===== src/rtl/rmem_pkg.sv =====
// Shared types and constants for the row-memory column packer:
// FSM state encoding, column-width codes and the row-length limit.
package rmem_pkg;

  localparam int C_MAX_ROW_WORDS = 16;

  typedef enum logic [1:0] {
    S_IDLE  = 2'd0,
    S_RUN   = 2'd1,
    S_FLUSH = 2'd2,
    S_DONE  = 2'd3
  } state_e;

  localparam logic [1:0] CW_1B  = 2'd0;
  localparam logic [1:0] CW_2B  = 2'd1;
  localparam logic [1:0] CW_4B  = 2'd2;
  localparam logic [1:0] CW_ILL = 2'd3;

  // Column width code to byte count; the illegal code maps to zero bytes.
  function automatic logic [2:0] width_bytes(input logic [1:0] cw);
    logic [2:0] n;
    case (cw)
      CW_1B:   n = 3'd1;
      CW_2B:   n = 3'd2;
      CW_4B:   n = 3'd4;
      default: n = 3'd0;
    endcase
    return n;
  endfunction

endpackage


===== src/rtl/rmem_byte_aligner.sv =====
// Combinational column extraction: selects the column bytes from a beat and
// merges them above the bytes already held in the pack register.
module rmem_byte_aligner
  import rmem_pkg::*;
(
  input  logic [31:0] s_data,
  input  logic [1:0]  col_offset,
  input  logic [1:0]  col_width,
  input  logic [31:0] pack_in,
  input  logic [1:0]  fill_in,
  output logic [31:0] word_out,
  output logic [31:0] carry_out,
  output logic [2:0]  total_out
);

  logic [31:0] shifted_s;
  logic [31:0] mask_s;
  logic [63:0] merged_s;

  // Byte-select, shift to the current fill level and merge; bytes past the
  // low word spill into the carry half.
  always_comb begin
    shifted_s = s_data >> {col_offset, 3'b000};
    case (col_width)
      CW_1B:   mask_s = 32'h0000_00FF;
      CW_2B:   mask_s = 32'h0000_FFFF;
      CW_4B:   mask_s = 32'hFFFF_FFFF;
      default: mask_s = 32'h0000_0000;
    endcase
    merged_s  = {32'd0, pack_in} | ({32'd0, shifted_s & mask_s} << {fill_in, 3'b000});
    word_out  = merged_s[31:0];
    carry_out = merged_s[63:32];
    total_out = {1'b0, fill_in} + width_bytes(col_width);
  end

endmodule


===== src/rtl/rmem_column_packer.sv =====
// Extracts one column from a row-major read-data stream and packs the column
// bytes densely into 32-bit little-endian output words.
module rmem_column_packer #(
  parameter int C_DATA_WIDTH    = 32,
  parameter int C_MAX_ROW_WORDS = rmem_pkg::C_MAX_ROW_WORDS
) (
  input  logic                    ACLK,
  input  logic                    ARESETN,
  input  logic                    start,
  input  logic [4:0]              row_words,
  input  logic [3:0]              col_word,
  input  logic [1:0]              col_offset,
  input  logic [1:0]              col_width,
  input  logic [15:0]             row_count,
  input  logic [C_DATA_WIDTH-1:0] s_data,
  input  logic                    s_valid,
  output logic                    s_ready,
  input  logic                    s_last,
  output logic [C_DATA_WIDTH-1:0] m_data,
  output logic                    m_valid,
  input  logic                    m_ready,
  output logic                    m_last,
  output logic                    busy,
  output logic                    done,
  output logic                    error
);
  import rmem_pkg::*;

  localparam logic [5:0] MAX_RW = 6'(C_MAX_ROW_WORDS);

  state_e            state_q, state_d;
  logic [4:0]        rw_q, rw_d;
  logic [3:0]        cw_q, cw_d;
  logic [1:0]        off_q, off_d;
  logic [1:0]        wid_q, wid_d;
  logic [15:0]       rc_q, rc_d;
  logic [4:0]        word_cnt_q, word_cnt_d;
  logic [15:0]       row_cnt_q, row_cnt_d;
  logic [31:0]       pack_q, pack_d;
  logic [1:0]        fill_q, fill_d;
  logic [C_DATA_WIDTH-1:0] m_data_q, m_data_d;
  logic              m_valid_q, m_valid_d;
  logic              m_last_q, m_last_d;
  logic              busy_q, busy_d;
  logic              done_q, done_d;
  logic              error_q, error_d;

  logic              s_ready_s;
  logic              s_fire_s;
  logic              col_hit_s;
  logic              row_end_s;
  logic              last_row_s;
  logic              cfg_bad_s;
  logic [31:0]       al_word_s;
  logic [31:0]       al_carry_s;
  logic [2:0]        al_total_s;
  logic              unused_s;

  // Row framing comes from the counters; s_last only marks burst boundaries.
  assign unused_s = s_last;

  rmem_byte_aligner u_aligner (
    .s_data     (s_data),
    .col_offset (off_q),
    .col_width  (wid_q),
    .pack_in    (pack_q),
    .fill_in    (fill_q),
    .word_out   (al_word_s),
    .carry_out  (al_carry_s),
    .total_out  (al_total_s)
  );

  // Handshake qualifiers, position decode and configuration legality.
  always_comb begin
    s_ready_s  = (state_q == S_RUN) && !(m_valid_q && !m_ready);
    s_fire_s   = s_ready_s && s_valid;
    col_hit_s  = (word_cnt_q == {1'b0, cw_q});
    row_end_s  = (word_cnt_q == (rw_q - 5'd1));
    last_row_s = (row_cnt_q == (rc_q - 16'd1));
    cfg_bad_s  = (col_width == CW_ILL)
              || (({1'b0, col_offset} + width_bytes(col_width)) > 3'd4)
              || ({1'b0, col_word} >= row_words)
              || (row_words == 5'd0)
              || ({1'b0, row_words} > MAX_RW)
              || (row_count == 16'd0);
  end

  // Next-state and datapath update.
  always_comb begin
    state_d    = state_q;
    rw_d       = rw_q;
    cw_d       = cw_q;
    off_d      = off_q;
    wid_d      = wid_q;
    rc_d       = rc_q;
    word_cnt_d = word_cnt_q;
    row_cnt_d  = row_cnt_q;
    pack_d     = pack_q;
    fill_d     = fill_q;
    m_data_d   = m_data_q;
    m_valid_d  = m_valid_q;
    m_last_d   = m_last_q;
    error_d    = error_q;

    case (state_q)
      S_IDLE: begin
        if (start) begin
          rw_d       = row_words;
          cw_d       = col_word;
          off_d      = col_offset;
          wid_d      = col_width;
          rc_d       = row_count;
          word_cnt_d = 5'd0;
          row_cnt_d  = 16'd0;
          pack_d     = 32'd0;
          fill_d     = 2'd0;
          error_d    = cfg_bad_s;
          state_d    = cfg_bad_s ? S_DONE : S_RUN;
        end else begin
          state_d = S_IDLE;
        end
      end

      S_RUN: begin
        if (m_valid_q && m_ready) begin
          m_valid_d = 1'b0;
          m_last_d  = 1'b0;
        end else begin
          m_valid_d = m_valid_q;
        end
        if (s_fire_s) begin
          if (col_hit_s) begin
            // Total is 0..7 bytes; bit 2 flags a full word and the low bits
            // are the fill left over after it.
            if (al_total_s[2]) begin
              m_data_d  = al_word_s;
              m_valid_d = 1'b1;
              m_last_d  = last_row_s && (al_total_s[1:0] == 2'd0);
              pack_d    = al_carry_s;
            end else begin
              pack_d    = al_word_s;
            end
            fill_d = al_total_s[1:0];
          end else begin
            fill_d = fill_q;
          end
          if (row_end_s) begin
            word_cnt_d = 5'd0;
            row_cnt_d  = row_cnt_q + 16'd1;
            state_d    = last_row_s ? S_FLUSH : S_RUN;
          end else begin
            word_cnt_d = word_cnt_q + 5'd1;
          end
        end else begin
          word_cnt_d = word_cnt_q;
        end
      end

      S_FLUSH: begin
        if (fill_q != 2'd0) begin
          if (!m_valid_q || m_ready) begin
            m_data_d  = pack_q;
            m_valid_d = 1'b1;
            m_last_d  = 1'b1;
            pack_d    = 32'd0;
            fill_d    = 2'd0;
          end else begin
            m_valid_d = m_valid_q;
          end
        end else if (!m_valid_q) begin
          state_d = S_DONE;
        end else if (m_ready) begin
          m_valid_d = 1'b0;
          m_last_d  = 1'b0;
          state_d   = S_DONE;
        end else begin
          state_d = S_FLUSH;
        end
      end

      S_DONE: begin
        state_d = S_IDLE;
      end

      default: begin
        state_d = S_IDLE;
      end
    endcase

    busy_d = (state_d != S_IDLE);
    done_d = (state_d == S_DONE);
  end

  // State, configuration, datapath and status registers.
  always_ff @(posedge ACLK or negedge ARESETN) begin
    if (!ARESETN) begin
      state_q    <= S_IDLE;
      rw_q       <= 5'd0;
      cw_q       <= 4'd0;
      off_q      <= 2'd0;
      wid_q      <= 2'd0;
      rc_q       <= 16'd0;
      word_cnt_q <= 5'd0;
      row_cnt_q  <= 16'd0;
      pack_q     <= 32'd0;
      fill_q     <= 2'd0;
      m_data_q   <= {C_DATA_WIDTH{1'b0}};
      m_valid_q  <= 1'b0;
      m_last_q   <= 1'b0;
      busy_q     <= 1'b0;
      done_q     <= 1'b0;
      error_q    <= 1'b0;
    end else begin
      state_q    <= state_d;
      rw_q       <= rw_d;
      cw_q       <= cw_d;
      off_q      <= off_d;
      wid_q      <= wid_d;
      rc_q       <= rc_d;
      word_cnt_q <= word_cnt_d;
      row_cnt_q  <= row_cnt_d;
      pack_q     <= pack_d;
      fill_q     <= fill_d;
      m_data_q   <= m_data_d;
      m_valid_q  <= m_valid_d;
      m_last_q   <= m_last_d;
      busy_q     <= busy_d;
      done_q     <= done_d;
      error_q    <= error_d;
    end
  end

  assign s_ready = s_ready_s;
  assign m_data  = m_data_q;
  assign m_valid = m_valid_q;
  assign m_last  = m_last_q;
  assign busy    = busy_q;
  assign done    = done_q;
  assign error   = error_q;

endmodule


===== config.mk =====
export PLATFORM = sky130hd
export DESIGN_NAME = rmem_column_packer
export DESIGN_NICKNAME = d
export VERILOG_FILES = /design/src/rtl/rmem_pkg.sv /design/src/rtl/rmem_byte_aligner.sv /design/src/rtl/rmem_column_packer.sv
export SDC_FILE = /design/constraint.sdc
export NUM_CORES = 1
export LEC_CHECK = 0
export ABC_AREA = 0
export CAP_MARGIN = 10
export CORE_ASPECT_RATIO = 0.9
export CORE_MARGIN = 2
export CORE_UTILIZATION = 48
export DETAILED_ROUTE_END_ITERATION = 10
export PLACE_DENSITY = 0.7
export SETUP_SLACK_MARGIN = 0.2
export SLEW_MARGIN = 15
export SYNTH_ARGS = -nofsm -noshare
export SYNTH_HDL_FRONTEND = slang
export SYNTH_SLANG_ARGS = --single-unit

===== constraint.sdc =====
create_clock -name ACLK -period 5.6 [get_ports ACLK]
set_input_delay 1.12 -clock ACLK [delete_from_list [all_inputs] [get_ports ACLK]]
set_output_delay 1.12 -clock ACLK [all_outputs]
set_load 0.02 [all_outputs]

Yosys cells after proc, flatten, opt, wreduce, memory -nomap -nowiden
Index checks and enable logic that the tools add are counted.
{"block": "totals", "wordCells": 139, "regBits": 123}
{"block": "op_classes", "add_sub_neg": 6, "shifts": 2, "magnitude_cmp": 3, "bitwise_logic": 2, "n_mux": 56, "n_reduce_logical": 32, "eq_ne": 22}
{"cell": "2-to-1 mux 32 bit", "count": 11}
{"cell": "case mux 32 bit (3 select lines)", "count": 2}
{"cell": "bitwise OR 32 x 64 -> 64 bit", "count": 1}
{"cell": "case mux 32 bit (2 select lines)", "count": 1}
{"cell": "<< shifter 32 x 5 -> 64 bit", "count": 1}
{"cell": "2-to-1 mux 16 bit", "count": 3}
{"cell": "bitwise AND 32 bit", "count": 1}
{"cell": "case mux 16 bit (2 select lines)", "count": 1}
{"cell": ">> shifter 32 x 5 -> 32 bit", "count": 1}
{"cell": "2-to-1 mux 2 bit", "count": 11}
{"cell": "case mux 3 bit (3 select lines)", "count": 2}
{"cell": "2-to-1 mux 1 bit", "count": 17}
{"cell": "adder 16 x 1 -> 16 bit (second input constant)", "count": 1}
{"cell": "== test 16 bit", "count": 1}
{"cell": "logical NOT 16 bit", "count": 1}
{"cell": "subtractor 16 x 1 -> 16 bit (second input constant)", "count": 1}
{"cell": "2-to-1 mux 5 bit", "count": 3}
{"cell": "!= test 2 bit (second input constant)", "count": 7}
{"cell": "== test 2 bit (second input constant)", "count": 6}
{"cell": "AND reduction 6 bit", "count": 2}
{"cell": "case mux 5 bit (2 select lines)", "count": 1}
{"cell": "!= test 3 bit (second input constant)", "count": 3}
{"cell": "logical NOT 2 bit", "count": 4}
{"cell": "case mux 2 bit (4 select lines)", "count": 1}
{"cell": "20 further kinds", "count": 40}

Logic depth before layout (Yosys ltp)
{"block": "logic_depth", "word_depth": 13, "ltp_mapped": 10}

Cells and area by module
A second synthesis with hierarchy kept.
{"block": "unflattened", "cells_unflattened": 909, "area_unflattened_um2": 8280.4}
{"module": "rmem_column_packer", "area_each_um2": 6730.2, "cells_per_inst": 704, "n_inst": 1}
{"module": "rmem_byte_aligner", "area_each_um2": 1550.2, "cells_per_inst": 205, "n_inst": 1}

Worst setup path after synthesis
No wires, ideal clock.
{"block": "synth_path", "kind": "input port to flip-flop", "start": "input port m_ready", "end": "register row_cnt_q[15]", "slack_ns": 2.736, "n_path_buf": 1, "required_ns": 5.522, "setup_time_ns": 0.078, "stages": 8, "arrival_ns": 2.786, "cell_sequence": "nor2b_1 o21ai_0 nor2b_1 o21ai_1 or4_1 buf_2 or3_1 a21oi_1"}
{"block": "synth_between", "elab_chain_len": 7}
{"item": "start: declaration", "line": "rmem_column_packer.sv:21", "source": "input logic m_ready,"}
{"item": "logical NOT 1 bit", "line": "rmem_column_packer.sv:75", "source": "s_ready_s = (state_q == S_RUN) && !(m_valid_q && !m_ready);"}
{"item": "logical AND 1 bit", "line": "rmem_column_packer.sv:75"}
{"item": "logical NOT 1 bit", "line": "rmem_column_packer.sv:75"}
{"item": "logical AND 1 bit", "line": "rmem_column_packer.sv:75"}
{"item": "logical AND 1 bit", "line": "rmem_column_packer.sv:76", "source": "s_fire_s = s_ready_s && s_valid;"}
{"item": "!= test 2 bit (no line)"}
{"item": "AND reduction 4 bit (no line)"}
{"item": "end signal: assignment", "line": "rmem_column_packer.sv:221", "source": "row_cnt_q <= row_cnt_d;"}
{"item": "end: declaration", "line": "rmem_column_packer.sv:38", "source": "logic [15:0] row_cnt_q, row_cnt_d;"}
No other way between the ends.
A chain may end at the register's enable or synchronous reset.

Worst setup path in the final report
{"block": "layout_path", "start": "input port m_ready", "end": "register row_cnt_q[11]"}
The elaborated chain is that of the path after synthesis.

==> results.cfg <==
[layout]
num_antenna_cells = 0
layout-drive-gt1-share = 0.08565
nFillCells = 1402
areaGrowthSynthToFinish_pct = 23.34
design_area_mm2 = 0.009179
multi_input_area_mm2 = 0.004083
final_core_utilization = 0.6007
nets = 1006
regArea_mm2 = 0.003079

[run]
max_cap_viol_count = 0

[synthesis]
netlist_top_cells_count = dfrtp_1 (123), a21oi_1 (92), o21ai_0 (77)
synth_top_cell_area_share = 0.4136
avgSynthCellArea_um2 = 8.745
synth-edff-count = 0
synth_most_common_cell = dfrtp_1
netlist_area_mm2 = 0.007442
async_flop_share = 1.000
ys_warn_count = 0
synth_cell_types = 66
synth_area_leader_cell = dfrtp_1
synth_area_leaders = dfrtp_1 (41%), a21oi_1 (6.2%), o21ai_0 (5.2%)
seq_area_frac_synth = 0.4136
synthesis.instances = 851
synthFlopType = dfrtp_1
ys_seq_elements = 123
synthesis.nets = 934

[critical_path]
crit_family = simple AND/OR/NAND/NOR gates
path_buf_inv = 1
crit_cells = 8
ff2ff_path_depth = 9
critPathMaxStageDelay_ps = 740
worstPathRequired_ps = 5940
startpoint_type = input port
arrival_ps = 3970
endpoint_kind = flip-flop
worstPathCellList = clkdlybuf4s50_1 -> nor2b_1 -> o21ai_0 -> nor2b_1 -> o21ai_1 -> or4_1 -> or3_1 -> a21oi_1
crit_fanout = 11
path_class = input port to flip-flop
cp_slowest_cell = or4_1
cpMostUsedCell = nor2b_1

[floorplanning]
core_mm2 = 0.01528
io_pins = 105
initial_core_util = 0.4871
rows = 43
dieArea_mm2 = 0.01652
fp.dieH_um = 122.1
fp.dieW_um = 135.3

[sta]
whs_ps = 479.0
maxSlewViolCount = 0
fin_ws_ps = 1968
setup_violations = 0
finalSetupTns_ps = 0
final.min_clock_period_ps = 3632
fin_crit_sh = 0.6485
final.setup_skew_ps = 6.460
fmax_ghz = 0.2754
maxSlewHeadroom = 0.3088
hold_viol = 0
rsz0062_at_grt = no
worst_pin_slew_ps = 1037

[detailed_routing]
wirelength_mm = 19.60
vias_per_cell = 5.865
num_vias = 6663
post_drt_wl_per_cell_um = 17.25
drtAntennaViolNets = 0
drt-initial-drc-count = 628
drc = 0
first_pass_iters = 5

[place]
dpl-instance-area_mm2 = 0.008566
port_buffers = 103
dp_hpwl_mm = 13.90
gp_congestion = 0.9753
dp_slack_ps = 1564

[global_route]
grt.total_usage = 0.2511
grt_pass1_vias = 6263
grt_max_degree = 75
antenna_found_initial = 0
grt.overflow.total = 0
grt_pass1_wl_mm = 32.49

[cts]
tritoncts = done
clock_latency_ps = 420
cts_resized = 0
cts_made_buffers = 17
cts_hold_buf = 0
cts_setup_buffers = 0
numClockSinks = 123
clockBufferDepth = 2
clk_pin_slew_ps = 50
cts.htree.levels = 4
cts-root-buf = clkbuf_16

[power_and_ir_drop]
switchingPower_mw = 2.413
vdd_ir_drop_max_mv = 0.3035
leakagePower_nw = 3.703
internal_power_mw = 3.109
p_per_area_mw_per_mm2 = 601.6
p_clk_frac = 0.206
combinationalPowerShare = 0.493
pwr-share-seq = 0.301
swShare = 0.4370

[min_path]
min_path_type = flip-flop to flip-flop
holdPathStages = 2

[run_status]
status = finished, final reports clean
==> path summary, 6_finish.rpt <==
| kind | end | slack, ps | startpoint |
|---|---|---|---|
| setup reg to reg | row_cnt_q[11]$_DFFE_PN0P_ | 2360 | rw_q[0]$_DFFE_PN0P_ |
| min in group asynchronous | rc_q[13]$_DFFE_PN0P_ | 840 | ARESETN |
| max in group asynchronous | row_cnt_q[5]$_DFFE_PN0P_ | 3540 | ARESETN |
| hold reg to reg | m_data[17]$_DFFE_PN0P_ | 480 | m_data[17]$_DFFE_PN0P_ |
| hold / removal | m_data[17]$_DFFE_PN0P_ | 480 | m_data[17]$_DFFE_PN0P_ |
| setup / recovery | row_cnt_q[11]$_DFFE_PN0P_ | 1970 | m_ready |
==> cell type report <==
class | count | share of cell area
repair buffers | 109 | 0.1170
clock inverters | 6 | 0.01200
multi-input cells | 651 | 0.4448
flip-flops and latches | 123 | 0.3355
inverters | 21 | 0.008588
well taps | 202 | 0.02754
clock buffers | 24 | 0.05466
==> per-layer routing <==
| metal | vias to the layer above | global-route usage | wire length [um] | share of wire |
|---|---|---|---|---|
| li1 | 3214 | - | - | - |
| met1 | 3154 | 0.3597 | 9125 | 0.47 |
| met2 | 271 | 0.3690 | 8664 | 0.44 |
| met3 | 24 | 0.06783 | 1518 | 0.077 |
| met4 | 0 | 0.08529 | 293 | 0.015 |
| met5 | - | 0 | 0 | 0 |
==> through the flow <==
stage | cells | total power, mW
final | 1136 | 5.522
after global routing | 1136 | 5.933
after CTS | 1136 | 5.504
after detailed placement | 1106 | 4.335
after global placement | 1106 | 4.283
after floorplan | 851 | 3.498
==> kinds of logic (layout without fill, tap and decap cells) <==
group / count (synthesis) / count (layout) / synth area share
multiplexers: 41 / 41 / 0.06019
flip-flops: 123 / 123 / 0.4136
buffers and inverters: 77 / 160 / 0.04085
AND/OR/NAND/NOR: 301 / 301 / 0.2044
AO/OA/AOI/OAI: 257 / 257 / 0.2097
XOR/XNOR: 36 / 36 / 0.04237
adder cells (fa/ha/maj): 16 / 16 / 0.02892
==> registers in the layout, summed over array words and instances (netlist names), 2 cells and up <==
| register | cells |
|---|---|
| wid_q | 2 |
| pack_q | 32 |
| word_cnt_q | 5 |
| fill_q | 2 |
| m_data | 32 |
| rw_q | 5 |
| rc_q | 16 |
| state_q | 2 |
| cw_q | 4 |
| row_cnt_q | 16 |
| off_q | 2 |
==> worst min-delay path, delay by kind of cell, from the launching register on <==
| kind | cells | cell delay, ps |
|---|---|---|
| AND/OR/NAND/NOR | 1 | 40 |
| flip-flops | 1 | 340 |
| AO/OA/AOI/OAI | 1 | 60 |
==> placed cells by master, fill, tap and decap left out, types with 7 or more instances in the layout <==
cell type,n
clkbuf_16,17
inv_1,21
nor2_1,70
mux2i_1,11
or3_1,9
ha_1,14
nand3_1,33
xnor2_1,27
o22ai_1,10
a211oi_1,10
o2bb2ai_1,8
a22o_1,7
mux2_2,30
nor3_1,23
a32oi_1,7
a211o_1,8
buf_4,7
nor2b_1,19
a21oi_1,92
o21ai_0,77
nand2_1,75
clkdlybuf4s50_1,102
xor2_1,9
dfrtp_1,122
nand2b_1,21
nor4_1,11
o21a_1,9
==> power groups by stage <==
stage / clock [mW] / sequential (mW) / combinational, mW
6_report: 1.14 / 1.66 / 2.72
5_1_grt: 1.19 / 1.73 / 3.01
4_1_cts: 1.15 / 1.66 / 2.69
3_5_place_dp: 0 / 1.67 / 2.66
3_3_place_gp: 0 / 1.66 / 2.63
2_1_floorplan: 0 / 1.58 / 1.92
Note: power is estimated with default switching activity, not from simulation.
